<file path="src/rtl/cmd_decoder.sv">
// Byte-stream command decoder: turns UART bytes into per-command write strobes.
// Malformed, out-of-range or stalled packets produce a one-cycle err_o pulse.
module cmd_decoder #(
  parameter int         DATA_BIT       = 32,
  parameter int         OUTPUT_NUM     = 16,
  parameter int         TIMEOUT_CYCLES = 100000,
  parameter logic [7:0] CMD_DATA       = 8'h01,
  parameter logic [7:0] CMD_CTRL       = 8'h02,
  parameter logic [7:0] CMD_FREQ       = 8'h03,
  parameter logic [7:0] CMD_PERIOD     = 8'h04,
  parameter logic [7:0] CMD_REPEAT     = 8'h05,
  parameter logic [7:0] CMD_GLOBAL     = 8'h06
) (
  input  logic                          clk_i,
  input  logic                          rst_ni,
  input  logic [7:0]                    data_i,
  input  logic                          rx_done_tick_i,
  output logic                          data_we_o,
  output logic [$clog2(OUTPUT_NUM)-1:0] data_ch_o,
  output logic [7:0]                    data_amount_o,
  output logic [DATA_BIT-1:0]           data_o,
  output logic                          ctrl_we_o,
  output logic [$clog2(OUTPUT_NUM)-1:0] ctrl_ch_o,
  output logic [3:0]                    ctrl_o,
  output logic                          freq_we_o,
  output logic [DATA_BIT-1:0]           freq_o,
  output logic                          period_we_o,
  output logic [7:0]                    slow_period_o,
  output logic [7:0]                    fast_period_o,
  output logic                          repeat_we_o,
  output logic [$clog2(OUTPUT_NUM)-1:0] repeat_ch_o,
  output logic [7:0]                    repeat_o,
  output logic                          global_we_o,
  output logic                          stop_o,
  output logic                          err_o
);
  localparam int CW = $clog2(OUTPUT_NUM);
  localparam int NB = DATA_BIT / 8;
  localparam int GW = $clog2(TIMEOUT_CYCLES + 1);

  typedef enum logic [2:0] {IDLE, CHAN, AMT, PAYLOAD, ARG0, ARG1} state_t;

  state_t              r_state;
  logic [7:0]          r_op;
  logic [7:0]          r_ch;
  logic [7:0]          r_amt;
  logic [7:0]          r_idx;
  logic [7:0]          r_arg;
  logic [DATA_BIT-1:0] r_pat;
  logic [GW-1:0]       r_gap;
  logic [DATA_BIT-1:0] w_pat;
  logic                w_ch_bad;
  logic                w_amt_bad;
  logic                w_timeout;

  // Pattern with the current payload byte merged in; bytes past the pattern width are dropped.
  always_comb begin
    w_pat = r_pat;
    for (int b = 0; b < NB; b++) begin
      if (32'(r_idx) == b) begin
        w_pat[8*b +: 8] = data_i;
      end else begin
        w_pat[8*b +: 8] = r_pat[8*b +: 8];
      end
    end
  end

  assign w_ch_bad  = (32'(r_ch) >= OUTPUT_NUM);
  assign w_amt_bad = (32'(r_amt) >= NB);
  assign w_timeout = (r_state != IDLE) && !rx_done_tick_i && (r_gap == GW'(TIMEOUT_CYCLES - 1));

  // Packet FSM, inter-byte gap counter and registered output strobes/fields.
  always_ff @(posedge clk_i or negedge rst_ni) begin
    if (!rst_ni) begin
      r_state       <= IDLE;
      r_op          <= 8'h00;
      r_ch          <= 8'h00;
      r_amt         <= 8'h00;
      r_idx         <= 8'h00;
      r_arg         <= 8'h00;
      r_pat         <= {DATA_BIT{1'b0}};
      r_gap         <= {GW{1'b0}};
      data_we_o     <= 1'b0;
      data_ch_o     <= {CW{1'b0}};
      data_amount_o <= 8'h00;
      data_o        <= {DATA_BIT{1'b0}};
      ctrl_we_o     <= 1'b0;
      ctrl_ch_o     <= {CW{1'b0}};
      ctrl_o        <= 4'h0;
      freq_we_o     <= 1'b0;
      freq_o        <= {DATA_BIT{1'b0}};
      period_we_o   <= 1'b0;
      slow_period_o <= 8'h00;
      fast_period_o <= 8'h00;
      repeat_we_o   <= 1'b0;
      repeat_ch_o   <= {CW{1'b0}};
      repeat_o      <= 8'h00;
      global_we_o   <= 1'b0;
      stop_o        <= 1'b0;
      err_o         <= 1'b0;
    end else begin
      data_we_o   <= 1'b0;
      ctrl_we_o   <= 1'b0;
      freq_we_o   <= 1'b0;
      period_we_o <= 1'b0;
      repeat_we_o <= 1'b0;
      global_we_o <= 1'b0;
      err_o       <= 1'b0;
      if (rx_done_tick_i) begin
        r_gap <= {GW{1'b0}};
        case (r_state)
          IDLE: begin
            r_op <= data_i;
            case (data_i)
              CMD_DATA, CMD_CTRL, CMD_REPEAT: r_state <= CHAN;
              CMD_FREQ:                       r_state <= AMT;
              CMD_PERIOD, CMD_GLOBAL:         r_state <= ARG0;
              default:                        err_o   <= 1'b1;
            endcase
          end
          CHAN: begin
            r_ch    <= data_i;
            r_state <= (r_op == CMD_DATA) ? AMT : ARG0;
          end
          AMT: begin
            r_amt   <= data_i;
            r_idx   <= 8'h00;
            r_pat   <= {DATA_BIT{1'b0}};
            r_state <= PAYLOAD;
          end
          PAYLOAD: begin
            r_pat <= w_pat;
            r_idx <= r_idx + 8'd1;
            if (r_idx == r_amt) begin
              r_state <= IDLE;
              if (w_amt_bad || ((r_op == CMD_DATA) && w_ch_bad)) begin
                err_o <= 1'b1;
              end else if (r_op == CMD_DATA) begin
                data_we_o     <= 1'b1;
                data_ch_o     <= r_ch[CW-1:0];
                data_amount_o <= r_amt;
                data_o        <= w_pat;
              end else begin
                freq_we_o <= 1'b1;
                freq_o    <= w_pat;
              end
            end else begin
              r_state <= PAYLOAD;
            end
          end
          ARG0: begin
            if (r_op == CMD_PERIOD) begin
              r_arg   <= data_i;
              r_state <= ARG1;
            end else begin
              r_state <= IDLE;
              if (r_op == CMD_GLOBAL) begin
                global_we_o <= 1'b1;
                stop_o      <= data_i[0];
              end else if (w_ch_bad) begin
                err_o <= 1'b1;
              end else if (r_op == CMD_CTRL) begin
                ctrl_we_o <= 1'b1;
                ctrl_ch_o <= r_ch[CW-1:0];
                ctrl_o    <= data_i[3:0];
              end else begin
                repeat_we_o <= 1'b1;
                repeat_ch_o <= r_ch[CW-1:0];
                repeat_o    <= data_i;
              end
            end
          end
          ARG1: begin
            r_state       <= IDLE;
            period_we_o   <= 1'b1;
            slow_period_o <= r_arg;
            fast_period_o <= data_i;
          end
          default: r_state <= IDLE;
        endcase
      end else if (w_timeout) begin
        r_state <= IDLE;
        r_gap   <= {GW{1'b0}};
        err_o   <= 1'b1;
      end else if (r_state != IDLE) begin
        r_gap <= r_gap + GW'(1);
      end else begin
        r_gap <= {GW{1'b0}};
      end
    end
  end
endmodule

</file>
<file path="config.mk">
export PLATFORM = sky130hd
export DESIGN_NAME = cmd_decoder
export DESIGN_NICKNAME = d
export VERILOG_FILES = /design/src/rtl/cmd_decoder.sv
export SDC_FILE = /design/constraint.sdc
export NUM_CORES = 1
export LEC_CHECK = 0
export CAP_MARGIN = 10
export CORE_MARGIN = 5
export CORE_UTILIZATION = 49
export CTS_CLUSTER_SIZE = 10
export DETAILED_ROUTE_END_ITERATION = 6
export PLACE_DENSITY_LB_ADDON = 0.12
export SLEW_MARGIN = 20
export SYNTH_ARGS = -nofsm -noshare
export SYNTH_HDL_FRONTEND = slang
export SYNTH_SLANG_ARGS = --single-unit
export TNS_END_PERCENT = 5
</file>
<file path="constraint.sdc">
create_clock -name clk_i -period 2.7 [get_ports clk_i]
set_clock_uncertainty 0.15 [all_clocks]
set_input_delay 0.675 -clock clk_i [delete_from_list [all_inputs] [get_ports clk_i]]
set_output_delay 0.675 -clock clk_i [all_outputs]
set_load 0.01 [all_outputs]
</file>
==> results.md <==
* Share of post-route cells with drive strength above 1 at 0.2619
* Clock-pin transition on the worst setup and hold timing paths at 0.05 ns
* Final hold violations at 0
* Syn Nets at 720
* Die height at between 100 and 150 um
* Fin Setup TNS at 0 ns
* Critical path endpoint category: flop
* CTS root buffer: clkbuf_16
* Peak Freq at around 0.4 GHz
* Gate Count Post-Synth at between 700 and 800
* Highest ir drop seen on vdd at 465.2 uV
* Layout net count at 875
* Setup-violating endpoint count in the final report at 0
* Clock Sinks at roughly 210
* Number of diodes at 0
* Count leader, synth: dfrtp_1
* Clk Latency, worst-skew pair at about 0.5 ns
* Vias per cell at between 5 and 6
* Worst setup SP type: flop
* Mapped cell area at 0.009109 sq mm
* Grt ovf at 0
* Dominant cells by area after synthesis: dfrtp_1 58%, mux2_2 14%, mux2_4 5.6%
* Xor and xnor area share after synthesis at 0.02500
* Hold crit path type: primary input to asynchronous set/reset pin
* # IOs at approximately 130
* Max-slew violation count at 0
* Flops & latches, synth at approximately 210
* Largest area contributor in the netlist: dfrtp_1
* DRC errors left at 0
* Clk pwr share at 0.358
* Drt total wl at ~21000 um
* Top FF cell, synth: dfrtp_1
* Gr usage total at 0.1950
* Site Rows at between 40 and 50
* Simple-gate share of the synthesized area at 0.1107
* Pre-Repair DR Iteration Count at 4
* # hold bufs at CTS at 0
* Area after DPL at roughly 0.011 sq mm
* Worst EP required at a little under 3 ns
* RSZ-0062 raised after global routing: no
* Final instance area at approximately 0.012 sq mm
* P&R area growth vs syn at 26.26%
* Routed Antenna Nets at 0
* Vias in the first global route at about 6400
* CTS H-tree depth at 1
* Ys Warns at 0
* Core ar. at about 0.018 sq mm
* DP HPWL at 14060 um
* First-pass GRT wire length at ~34000 um
* Worst slew pin tran at between 0.6 and 0.7 ns
* Fillers at about 1400
* PwrDens at between 600 and 700 mW/mm^2
* Post-cts resize count at 0
* Static Leakage at around 5.5 nW
* Syn avg cell area at approximately 13 sq um
* Initial antenna violation count at 1
* DR WL/cell at between 15 and 20 um
* Comb power frac at 0.176
* Ys async rst share at 1.000
* CTS tree: built
* Sequential-to-total area share from yosys stat at 0.5824
* Post-synth cell types at 48
* Switching Share at 0.2594
* Crit-path max FO at 15
* Final min period at around 2.6 ns
* Cell count of the worst reg-to-reg path at 6
* Worst Hold Slack at 0.05792 ns
* Die ar. at roughly 0.021 sq mm
* Maxcap violations at 0
* Sequential share of power at 0.466
* Initial Util at 0.5019
* Post-CTS Repair Setup Buffers at 0
* CTS Buffer Depth at 3
* Most frequent cells after synthesis: 212 x dfrtp_1, 112 x mux2_2, 93 x nand2_1
* PortBufs at between 100 and 150
* Die Wd at 146.3 um
* Synth top area share at 0.5824
* Routability cong. at roughly 0.9
* Number of synthesized flops with an enable pin at 0
* Switching power at 0.002065 W
* Main combinational cell family by area after synthesis: multiplexers
* Crit path kind: flop to flop
* Vias at approximately 5900
* Worst slew margin at 0.5629
* Final Util at 0.6338
* Pwr Total at about 0.008 W
* Cell internal pwr at just under 0.006 W
* Fin crit share at 0.9476
* CTS Buf Count at 25
* Post-synthesis compound-gate area fraction at 0.05179
* Initial DRC count at 297
* Outcome: complete, no violations
* Synth Area in Adders at 0.006868
* Arrival @ worst endpoint at 2.79 ns
* Post-synthesis mux area share at 0.1945
* Largest net degree at the start of global routing at 75
* R2r setup slk at ~0.14 ns
path summary, 6_finish.rpt:
kind,startpoint,to
min reg2reg,fast_period_o[6],fast_period_o[6]
min in group clk_i,fast_period_o[6],fast_period_o[6]
max in group asynchronous,rst_ni,data_ch_o[2]
max,r_idx[1],data_o[11]
min,rst_ni,r_gap[13]
max reg2reg,r_idx[1],data_o[11]
critical path, cell delays in order (launching register included):
cell and delay (ns):
dfrtp_1 0.44, xor2_1 0.17, nor4_2 0.38, nand4_2 0.17
or4_4 0.56, buf_4 0.24, mux2_4 0.32
final cells by class:
type                            instances  area, sq um  area share
Clock buffer                           31        668.1     0.05809
Inverter                                8        30.03    0.002611
Multi-Input combinational cell        445         3553      0.3090
Tap cell                              229        286.5     0.02491
Sequential cell                       212         5305      0.4613
Timing Repair Buffer                  167         1658      0.1441
per-layer routing:
metal | up-vias | GRT usage | part of all wire
li1 | 2758 | - | -
met1 | 3028 | 0.2619 | 0.45
met2 | 113 | 0.3332 | 0.49
met3 | 34 | 0.03657 | 0.041
met4 | 2 | 0.04186 | 0.017
met5 | - | 0 | 0.00062
cells in the final DEF, fill, tap and decap left out, types with 2 or more instances in the layout:
master / Yosys / layout
a21o_1: 4 / 4
a22o_1: 32 / 32
a31oi_1: 2 / 2
a32o_1: 2 / 2
a41oi_1: 2 / 2
and2_1: 8 / 8
and3_1: 6 / 6
and3b_1: 2 / 2
buf_12: 3 / 6
buf_4: 0 / 31
clkbuf_1: 27 / 4
clkbuf_16: 0 / 25
clkbuf_8: 0 / 3
clkdlybuf4s50_1: 0 / 129
dfrtp_1: 212 / 212
ha_1: 5 / 5
inv_1: 7 / 7
mux2_2: 112 / 112
mux2_4: 34 / 34
nand2_1: 93 / 93
nand2_2: 4 / 4
nand3_1: 10 / 10
nand3b_1: 4 / 4
nand4_1: 6 / 6
nand4b_1: 2 / 2
nor2_1: 38 / 38
nor2b_1: 2 / 2
nor3_1: 11 / 10
nor3_2: 2 / 2
nor4_1: 5 / 5
nor4_2: 2 / 2
o21ai_0: 11 / 11
or2_2: 2 / 2
or3_1: 2 / 2
or4_1: 4 / 4
xnor2_1: 7 / 7
xor2_1: 19 / 19
cell families after synthesis:
| family | Yosys count |
|---|---|
| fa+ha+maj | 5 |
| mux | 146 |
| buf+inv | 47 |
| compound gates | 60 |
| simple gates | 208 |
| flops | 212 |
| xor+xnor | 26 |
registers in the layout, indices dropped and copies added (netlist names), 4 cells and up:
register	flops
r_idx	8
r_op	8
repeat_ch_o	4
ctrl_ch_o	4
data_o	32
ctrl_o	4
repeat_o	8
data_ch_o	4
r_gap	17
data_amount_o	8
freq_o	32
r_arg	8
slow_period_o	8
fast_period_o	8
r_pat	32
r_amt	8
r_ch	8
through the flow:
| stage | instances | setup slack (ns) |
|---|---|---|
| floorplan | 704 | 0.07565 |
| global placement | 1061 | -0.2759 |
| detailed placement | 1061 | -0.2871 |
| CTS | 1092 | 0.1308 |
| global route | 1092 | 0.02896 |
| finish | 1092 | 0.1415 |
power by group through the flow:
stage                     clock network (W)  logic [W]  registers (W)
after detailed placement                  0    0.00141        0.00376
after global placement                    0    0.00137        0.00374
final                               0.00285    0.00140        0.00371
after floorplan                           0   0.000722        0.00377
after CTS                           0.00293    0.00142        0.00371
after global routing                0.00304    0.00152        0.00375
Note: power is estimated with default switching activity, not from simulation.
